[config.mk]
export PLATFORM = sky130hd
export DESIGN_NAME = cache_arbiter_flat
export DESIGN_NICKNAME = d
export VERILOG_FILES = /design/src/rtl/cache_arbiter_if.sv /design/src/rtl/cache_arbiter.sv /design/src/flat_wrapper.sv
export SDC_FILE = /design/constraint.sdc
export NUM_CORES = 1
export LEC_CHECK = 0
export CORE_AREA = 2 2 635 637
export CTS_CLUSTER_SIZE = 25
export DETAILED_ROUTE_END_ITERATION = 12
export DIE_AREA = 0 0 637 639
export PLACE_DENSITY = 0.32
export SYNTH_ARGS = -nofsm -noshare
export SYNTH_HDL_FRONTEND = slang
export SYNTH_SLANG_ARGS = --single-unit
[constraint.sdc]
create_clock -name clk -period 1.5 [get_ports clk]
set_input_delay 0.3 -clock clk [delete_from_list [all_inputs] [get_ports clk]]
set_output_delay 0.3 -clock clk [all_outputs]
set_load 0.05 [all_outputs]
[src/rtl/cache_arbiter_if.sv]
// Cache arbiter bus bundle: I-cache port, D-cache port and memory port.
// slave  : arbiter view (serves both caches, drives the memory request).
// master : environment view (caches plus memory model).
interface cache_arbiter_if;
  localparam int unsigned ADDR_W = 32;
  localparam int unsigned LINE_W = 256;

  logic [ADDR_W-1:0] i_addr;
  logic              i_read;
  logic              i_write;
  logic [LINE_W-1:0] i_wdata;
  logic [LINE_W-1:0] i_rdata;
  logic              i_resp;

  logic [ADDR_W-1:0] d_addr;
  logic              d_read;
  logic              d_write;
  logic [LINE_W-1:0] d_wdata;
  logic [LINE_W-1:0] d_rdata;
  logic              d_resp;

  logic [ADDR_W-1:0] mem_addr;
  logic              mem_read;
  logic              mem_write;
  logic [LINE_W-1:0] mem_wdata;
  logic [LINE_W-1:0] mem_rdata;
  logic              mem_resp;

  modport slave (
    input  i_addr, i_read, i_write, i_wdata,
    output i_rdata, i_resp,
    input  d_addr, d_read, d_write, d_wdata,
    output d_rdata, d_resp,
    output mem_addr, mem_read, mem_write, mem_wdata,
    input  mem_rdata, mem_resp
  );

  modport master (
    output i_addr, i_read, i_write, i_wdata,
    input  i_rdata, i_resp,
    output d_addr, d_read, d_write, d_wdata,
    input  d_rdata, d_resp,
    input  mem_addr, mem_read, mem_write, mem_wdata,
    output mem_rdata, mem_resp
  );
endinterface

[src/rtl/cache_arbiter.sv]
// Two-port (I/D) cache line arbiter in front of a single memory port.
// Optional feature macro CACHE_ARB_RR_EN: round-robin tie-break between I and D.
// Without it, ties always go to D and no last-grant pointer exists.
module cache_arbiter (
  input  logic             clk,
  input  logic             rst,
  cache_arbiter_if.slave   bus
);
  localparam int unsigned ADDR_W = 32;
  localparam int unsigned LINE_W = 256;

  typedef enum logic [1:0] {IDLE, GRANT_I, GRANT_D, DONE} state_e;

  state_e            state_q, state_d;
  logic [ADDR_W-1:0] addr_q, addr_d;
  logic [LINE_W-1:0] wdata_q, wdata_d;
  logic              mem_read_q, mem_read_d;
  logic              mem_write_q, mem_write_d;
`ifdef CACHE_ARB_RR_EN
  logic              last_d_q, last_d_d;
`endif

  logic i_req, d_req, grant_d;
  logic i_done, d_done;

  assign i_req = bus.i_read | bus.i_write;
  assign d_req = bus.d_read | bus.d_write;

  // Winner select when leaving IDLE; only meaningful when a port requests
`ifdef CACHE_ARB_RR_EN
  assign grant_d = d_req & ~(i_req & last_d_q);
`else
  assign grant_d = d_req;
`endif

  // Next-state, request latch and memory command computation
  always_comb begin
    state_d     = state_q;
    addr_d      = addr_q;
    wdata_d     = wdata_q;
    mem_read_d  = mem_read_q;
    mem_write_d = mem_write_q;
`ifdef CACHE_ARB_RR_EN
    last_d_d    = last_d_q;
`endif
    case (state_q)
      IDLE: begin
        if (i_req || d_req) begin
          state_d     = grant_d ? GRANT_D : GRANT_I;
          addr_d      = grant_d ? bus.d_addr  : bus.i_addr;
          wdata_d     = grant_d ? bus.d_wdata : bus.i_wdata;
          // write wins when a port raises both read and write
          mem_write_d = grant_d ? bus.d_write : bus.i_write;
          mem_read_d  = ~mem_write_d;
`ifdef CACHE_ARB_RR_EN
          last_d_d    = grant_d;
`endif
        end
      end
      GRANT_I, GRANT_D: begin
        if (bus.mem_resp) begin
          state_d     = DONE;
          mem_read_d  = 1'b0;
          mem_write_d = 1'b0;
        end
      end
      DONE:    state_d = IDLE;
      default: state_d = IDLE;
    endcase
  end

  // State and latched-request registers, synchronous reset
  always_ff @(posedge clk) begin
    if (rst) begin
      state_q     <= IDLE;
      addr_q      <= '0;
      wdata_q     <= '0;
      mem_read_q  <= 1'b0;
      mem_write_q <= 1'b0;
`ifdef CACHE_ARB_RR_EN
      last_d_q    <= 1'b0;
`endif
    end else begin
      state_q     <= state_d;
      addr_q      <= addr_d;
      wdata_q     <= wdata_d;
      mem_read_q  <= mem_read_d;
      mem_write_q <= mem_write_d;
`ifdef CACHE_ARB_RR_EN
      last_d_q    <= last_d_d;
`endif
    end
  end

  // Completion is passed through in the mem_resp cycle; reset masks a late response
  assign i_done = ~rst & (state_q == GRANT_I) & bus.mem_resp;
  assign d_done = ~rst & (state_q == GRANT_D) & bus.mem_resp;

  assign bus.i_resp  = i_done;
  assign bus.d_resp  = d_done;
  assign bus.i_rdata = i_done ? bus.mem_rdata : {LINE_W{1'b0}};
  assign bus.d_rdata = d_done ? bus.mem_rdata : {LINE_W{1'b0}};

  // Memory side comes only from the latched registers
  assign bus.mem_addr  = addr_q;
  assign bus.mem_wdata = wdata_q;
  assign bus.mem_read  = mem_read_q;
  assign bus.mem_write = mem_write_q;
endmodule
[src/flat_wrapper.sv]
// flat-port wrapper written by rule: the top's interface ports become plain ports
module cache_arbiter_flat 
  (clk, rst, bus_i_addr, bus_i_read, bus_i_write, bus_i_wdata, bus_i_rdata, bus_i_resp, bus_d_addr, bus_d_read, bus_d_write, bus_d_wdata, bus_d_rdata, bus_d_resp, bus_mem_addr, bus_mem_read, bus_mem_write, bus_mem_wdata, bus_mem_rdata, bus_mem_resp);
  cache_arbiter_if bus_i ();
  input  logic clk;
  input  logic rst;
  input wire logic [$bits(bus_i.i_addr)-1:0] bus_i_addr;
  input wire logic [$bits(bus_i.i_read)-1:0] bus_i_read;
  input wire logic [$bits(bus_i.i_write)-1:0] bus_i_write;
  input wire logic [$bits(bus_i.i_wdata)-1:0] bus_i_wdata;
  output wire logic [$bits(bus_i.i_rdata)-1:0] bus_i_rdata;
  output wire logic [$bits(bus_i.i_resp)-1:0] bus_i_resp;
  input wire logic [$bits(bus_i.d_addr)-1:0] bus_d_addr;
  input wire logic [$bits(bus_i.d_read)-1:0] bus_d_read;
  input wire logic [$bits(bus_i.d_write)-1:0] bus_d_write;
  input wire logic [$bits(bus_i.d_wdata)-1:0] bus_d_wdata;
  output wire logic [$bits(bus_i.d_rdata)-1:0] bus_d_rdata;
  output wire logic [$bits(bus_i.d_resp)-1:0] bus_d_resp;
  output wire logic [$bits(bus_i.mem_addr)-1:0] bus_mem_addr;
  output wire logic [$bits(bus_i.mem_read)-1:0] bus_mem_read;
  output wire logic [$bits(bus_i.mem_write)-1:0] bus_mem_write;
  output wire logic [$bits(bus_i.mem_wdata)-1:0] bus_mem_wdata;
  input wire logic [$bits(bus_i.mem_rdata)-1:0] bus_mem_rdata;
  input wire logic [$bits(bus_i.mem_resp)-1:0] bus_mem_resp;
  assign bus_i.i_addr = bus_i_addr;
  assign bus_i.i_read = bus_i_read;
  assign bus_i.i_write = bus_i_write;
  assign bus_i.i_wdata = bus_i_wdata;
  assign bus_i_rdata = bus_i.i_rdata;
  assign bus_i_resp = bus_i.i_resp;
  assign bus_i.d_addr = bus_d_addr;
  assign bus_i.d_read = bus_d_read;
  assign bus_i.d_write = bus_d_write;
  assign bus_i.d_wdata = bus_d_wdata;
  assign bus_d_rdata = bus_i.d_rdata;
  assign bus_d_resp = bus_i.d_resp;
  assign bus_mem_addr = bus_i.mem_addr;
  assign bus_mem_read = bus_i.mem_read;
  assign bus_mem_write = bus_i.mem_write;
  assign bus_mem_wdata = bus_i.mem_wdata;
  assign bus_i.mem_rdata = bus_mem_rdata;
  assign bus_i.mem_resp = bus_mem_resp;
  cache_arbiter u_core (.clk(clk), .rst(rst), .bus(bus_i));
endmodule
==> results.yml <==
run_status:
  status: "finished with violations"
  violations: "negative setup slack"
grt:
  antenna_found_initial: 205
  grt_pass1_wl_mm: 379
  grt_pass1_vias: 25052
  grt_overflow: 0
  grt_max_degree: 117
  track_usage_pct: 15.1
worst_setup_path:
  path_class: "register to output pin"
  startpoint_type: "register"
  crit_path_frequent_cell: "buf_12"
  endpoint_kind: "output pin"
  max_stage_delay_ns: 0.37
  path_max_fanout: 8
  required_ns: 1.20
  regToRegStartpoint: "u_core.state_q[1]"
  cp_slowest_cell: "dfxtp_4"
  arrival_ns: 2.52
  cp_cell_sequence: "inv_4, ha_4, nor3b_4, buf_12, buf_16, buf_12, buf_12, and2_4, buf_12"
  worstReg2RegEnd: "u_core.bus.mem_wdata[27]"
  ff2ff_setup_slack_ns: -0.44
  r2r_cells: 10
synth:
  synth_area_leaders: "dfxtp_1 (36%), and2_1 (20%), a311oi_1 (15%)"
  ys_top_cells_by_count: "nand2_1 (577), and2_1 (512), dfxtp_1 (292)"
  synthCells: 2205
  yosysWarnings: 0
  avgSynthCellArea_um2: 7.36
  yosysMostFrequentCell: "nand2_1"
  syn_area_um2: 16200
  synthFlopType: "dfxtp_1"
  ys_seq_elements: 292
  synth-edff-count: 0
  synth_top_area_cell: "dfxtp_1"
  synth_cell_type_count: 28
  syn_nets: 3048
  synthArstFlopShare_pct: 0
  ys_seq_area_share_pct: 36.0
  synth_top_area_share_pct: 36.0
timing:
  period_needed_ns: 2.82
  timing.hold.ws_ns: 0.0558
  hold_violations: 0
  tns_ns: -761.58
  finalSetupViolCount: 1078
  rsz0062_at_grt: "true"
  slew_headroom_pct: 46.1
  fin_ws_ns: -1.32
  worst_slew_pin_slew_ns: 0.809
  skew_ns: 0.0408
  slew_viol_final: 0
  timing.final.crit_share_pct: 188
  fmax_ghz: 0.354
placed_design:
  place_area_um2: 50600
  place_hpwl_mm: 291
  globalplace.congestion: 0.946
  portBuffers: 1642
  placed_cells: 9165
  place_ws_ns: -1.51
floorplanning:
  dieHeight_um: 639
  initial_core_util_pct: 4.05
  fp.coreArea_um2: 401000
  die_w_um: 637
  dieArea_um2: 407000
  rows: 233
  ios: 1643
drt:
  routed-via-count: 25884
  drtIter0Drc: 1630
  ant_nets: 0
  wl_per_cell_um: 35.6
  drc: 0
  viasPerCell: 2.75
  wl_mm: 335
  dr.pass1.iters: 6
cts:
  clockRootBuffer: "clkbuf_16"
  ctsHoldBuffers: 0
  insertion_delay_ns: 0.68
  cts_made_buffers: 45
  clock_sinks: 292
  cts_tree: "done"
  cts_buffer_depth: 3
  h-tree-depth: 2
  clk_pin_slew_ns: 0.07
finish:
  fin_area_um2: 55600
  fillers: 45094
  area.growth.synth_to_final_pct: 243
  instances_no_fill: 9404
  multi_input_area_um2: 10700
  regArea_um2: 5850
  drive_gt1_share_pct: 43.8
  nNetsFinal: 4886
power:
  power_density_nw_per_um2: 1530
  vdd_drop_max_v: 0.000839
  p_leak_uw: 0.0208
hold_path:
  hold-path-endpoint: "u_core.bus.mem_addr[24]"
  hp-start: "rst"
  holdPathStages: 3
  hp-class: "primary input to register"
flow_run:
  drv_cap: 0
==> through the flow <==
stage | power [µW] | util (%)
2_1_floorplan | 35600 | -
3_3_place_gp | 69400 | 12.6
3_5_place_dp | 69400 | 12.6
4_1_cts | 81900 | 13.2
5_1_grt | 89000 | 13.9
6_report | 85000 | 13.9
==> cell families after synthesis <==
| logic type | Yosys count | synth area share (%) |
|---|---|---|
| multiplexers | 2 | 0.123 |
| AO/OA/AOI/OAI | 298 | 16.1 |
| AND/OR/NAND/NOR | 1388 | 40.2 |
| flip-flops | 292 | 36.0 |
| adder cells (fa/ha/maj) | 4 | 0.309 |
| buffers and inverters | 221 | 7.22 |
==> report_power, final <==
part           internal, µW  switching [µW]
clock                  6250            5000
sequential            10900            4510
combinational         25000           33300
total                 42200           42800
==> area by class of cell <==
type	count	area share, %
Antenna cell	43	0.193
Clock inverter	15	0.344
Sequential cell	292	10.5
Multi-Input combinational cell	1692	19.2
Timing Repair Buffer	2008	55.6
Tap cell	5287	11.9
Inverter	4	0.0360
Clock buffer	63	2.27
==> layout by cell type, fill, tap and decap left out, types with 2 or more instances in the layout <==
cell type | netlist | final
buf_12 | 0 | 973
clkdlybuf4s50_1 | 0 | 837
nand2_1 | 577 | 577
and2_4 | 0 | 496
dfxtp_1 | 292 | 290
nor2_1 | 290 | 289
a311oi_1 | 287 | 265
clkbuf_16 | 0 | 94
buf_4 | 4 | 87
diode_2 | 0 | 43
buf_16 | 0 | 25
a311oi_2 | 1 | 23
buf_8 | 0 | 22
and2_2 | 0 | 16
buf_6 | 32 | 15
clkbuf_1 | 109 | 11
clkbuf_8 | 0 | 7
clkinv_2 | 0 | 6
o21ai_0 | 3 | 3
ha_4 | 0 | 3
inv_1 | 4 | 2
mux2i_1 | 2 | 2
nor2b_1 | 2 | 2
nand2b_1 | 2 | 2
inv_4 | 0 | 2
nor3b_4 | 0 | 2
inv_6 | 0 | 2
bufinv_16 | 0 | 2
clkinv_4 | 0 | 2
dfxtp_4 | 0 | 2
==> how the worst max path moves through the flow <==
| stage | from | slack [ns] | to | cells after the start |
|---|---|---|---|---|
| after CTS | u_core.state_q[0] | -1.51 | bus_d_rdata[180] | 8 |
| after global placement | bus_mem_resp | -1.51 | bus_i_rdata[14] | 7 |
| final | u_core.state_q[1] | -1.32 | bus_i_rdata[99] | 9 |
| after floorplan | u_core.state_q[0] | -0.27 | bus_d_rdata[100] | 6 |
| after global routing | u_core.state_q[1] | -1.44 | bus_i_rdata[96] | 9 |
| after detailed placement | bus_mem_resp | -1.51 | bus_i_rdata[155] | 7 |
==> metal layers <==
metal	share of wire, %	wire length [µm]	GRT usage [%]
met2	52	173000	27.7
met1	35	116000	15.4
met3	9.7	32600	6.34
met5	0.17	584	0
met4	3.9	13000	5.02
==> worst max-delay path: cells and delay by family (launching register included) <==
family	cells	cell delay [ns]
buffers and inverters	6	0.89
and+or+nand+nor	2	0.39
adders and majority gates	1	0.11
DFF	1	0.37
==> flip-flops by register name, summed over array words and instances (netlist names) <==
name,flops
u_core.bus.mem_addr,32
u_core.bus.mem_write,1
u_core.state_q,2
u_core.bus.mem_read,1
u_core.bus.mem_wdata,256
==> repair_timing <==
item                       4_1_cts  5_1_grt
setup endpoints to repair     1092     1095
pin swaps                        3      209
setup buffers                   13       30
cloned                          13       72
gates resized for setup         56      525
Power figures use the tool's default switching activity.
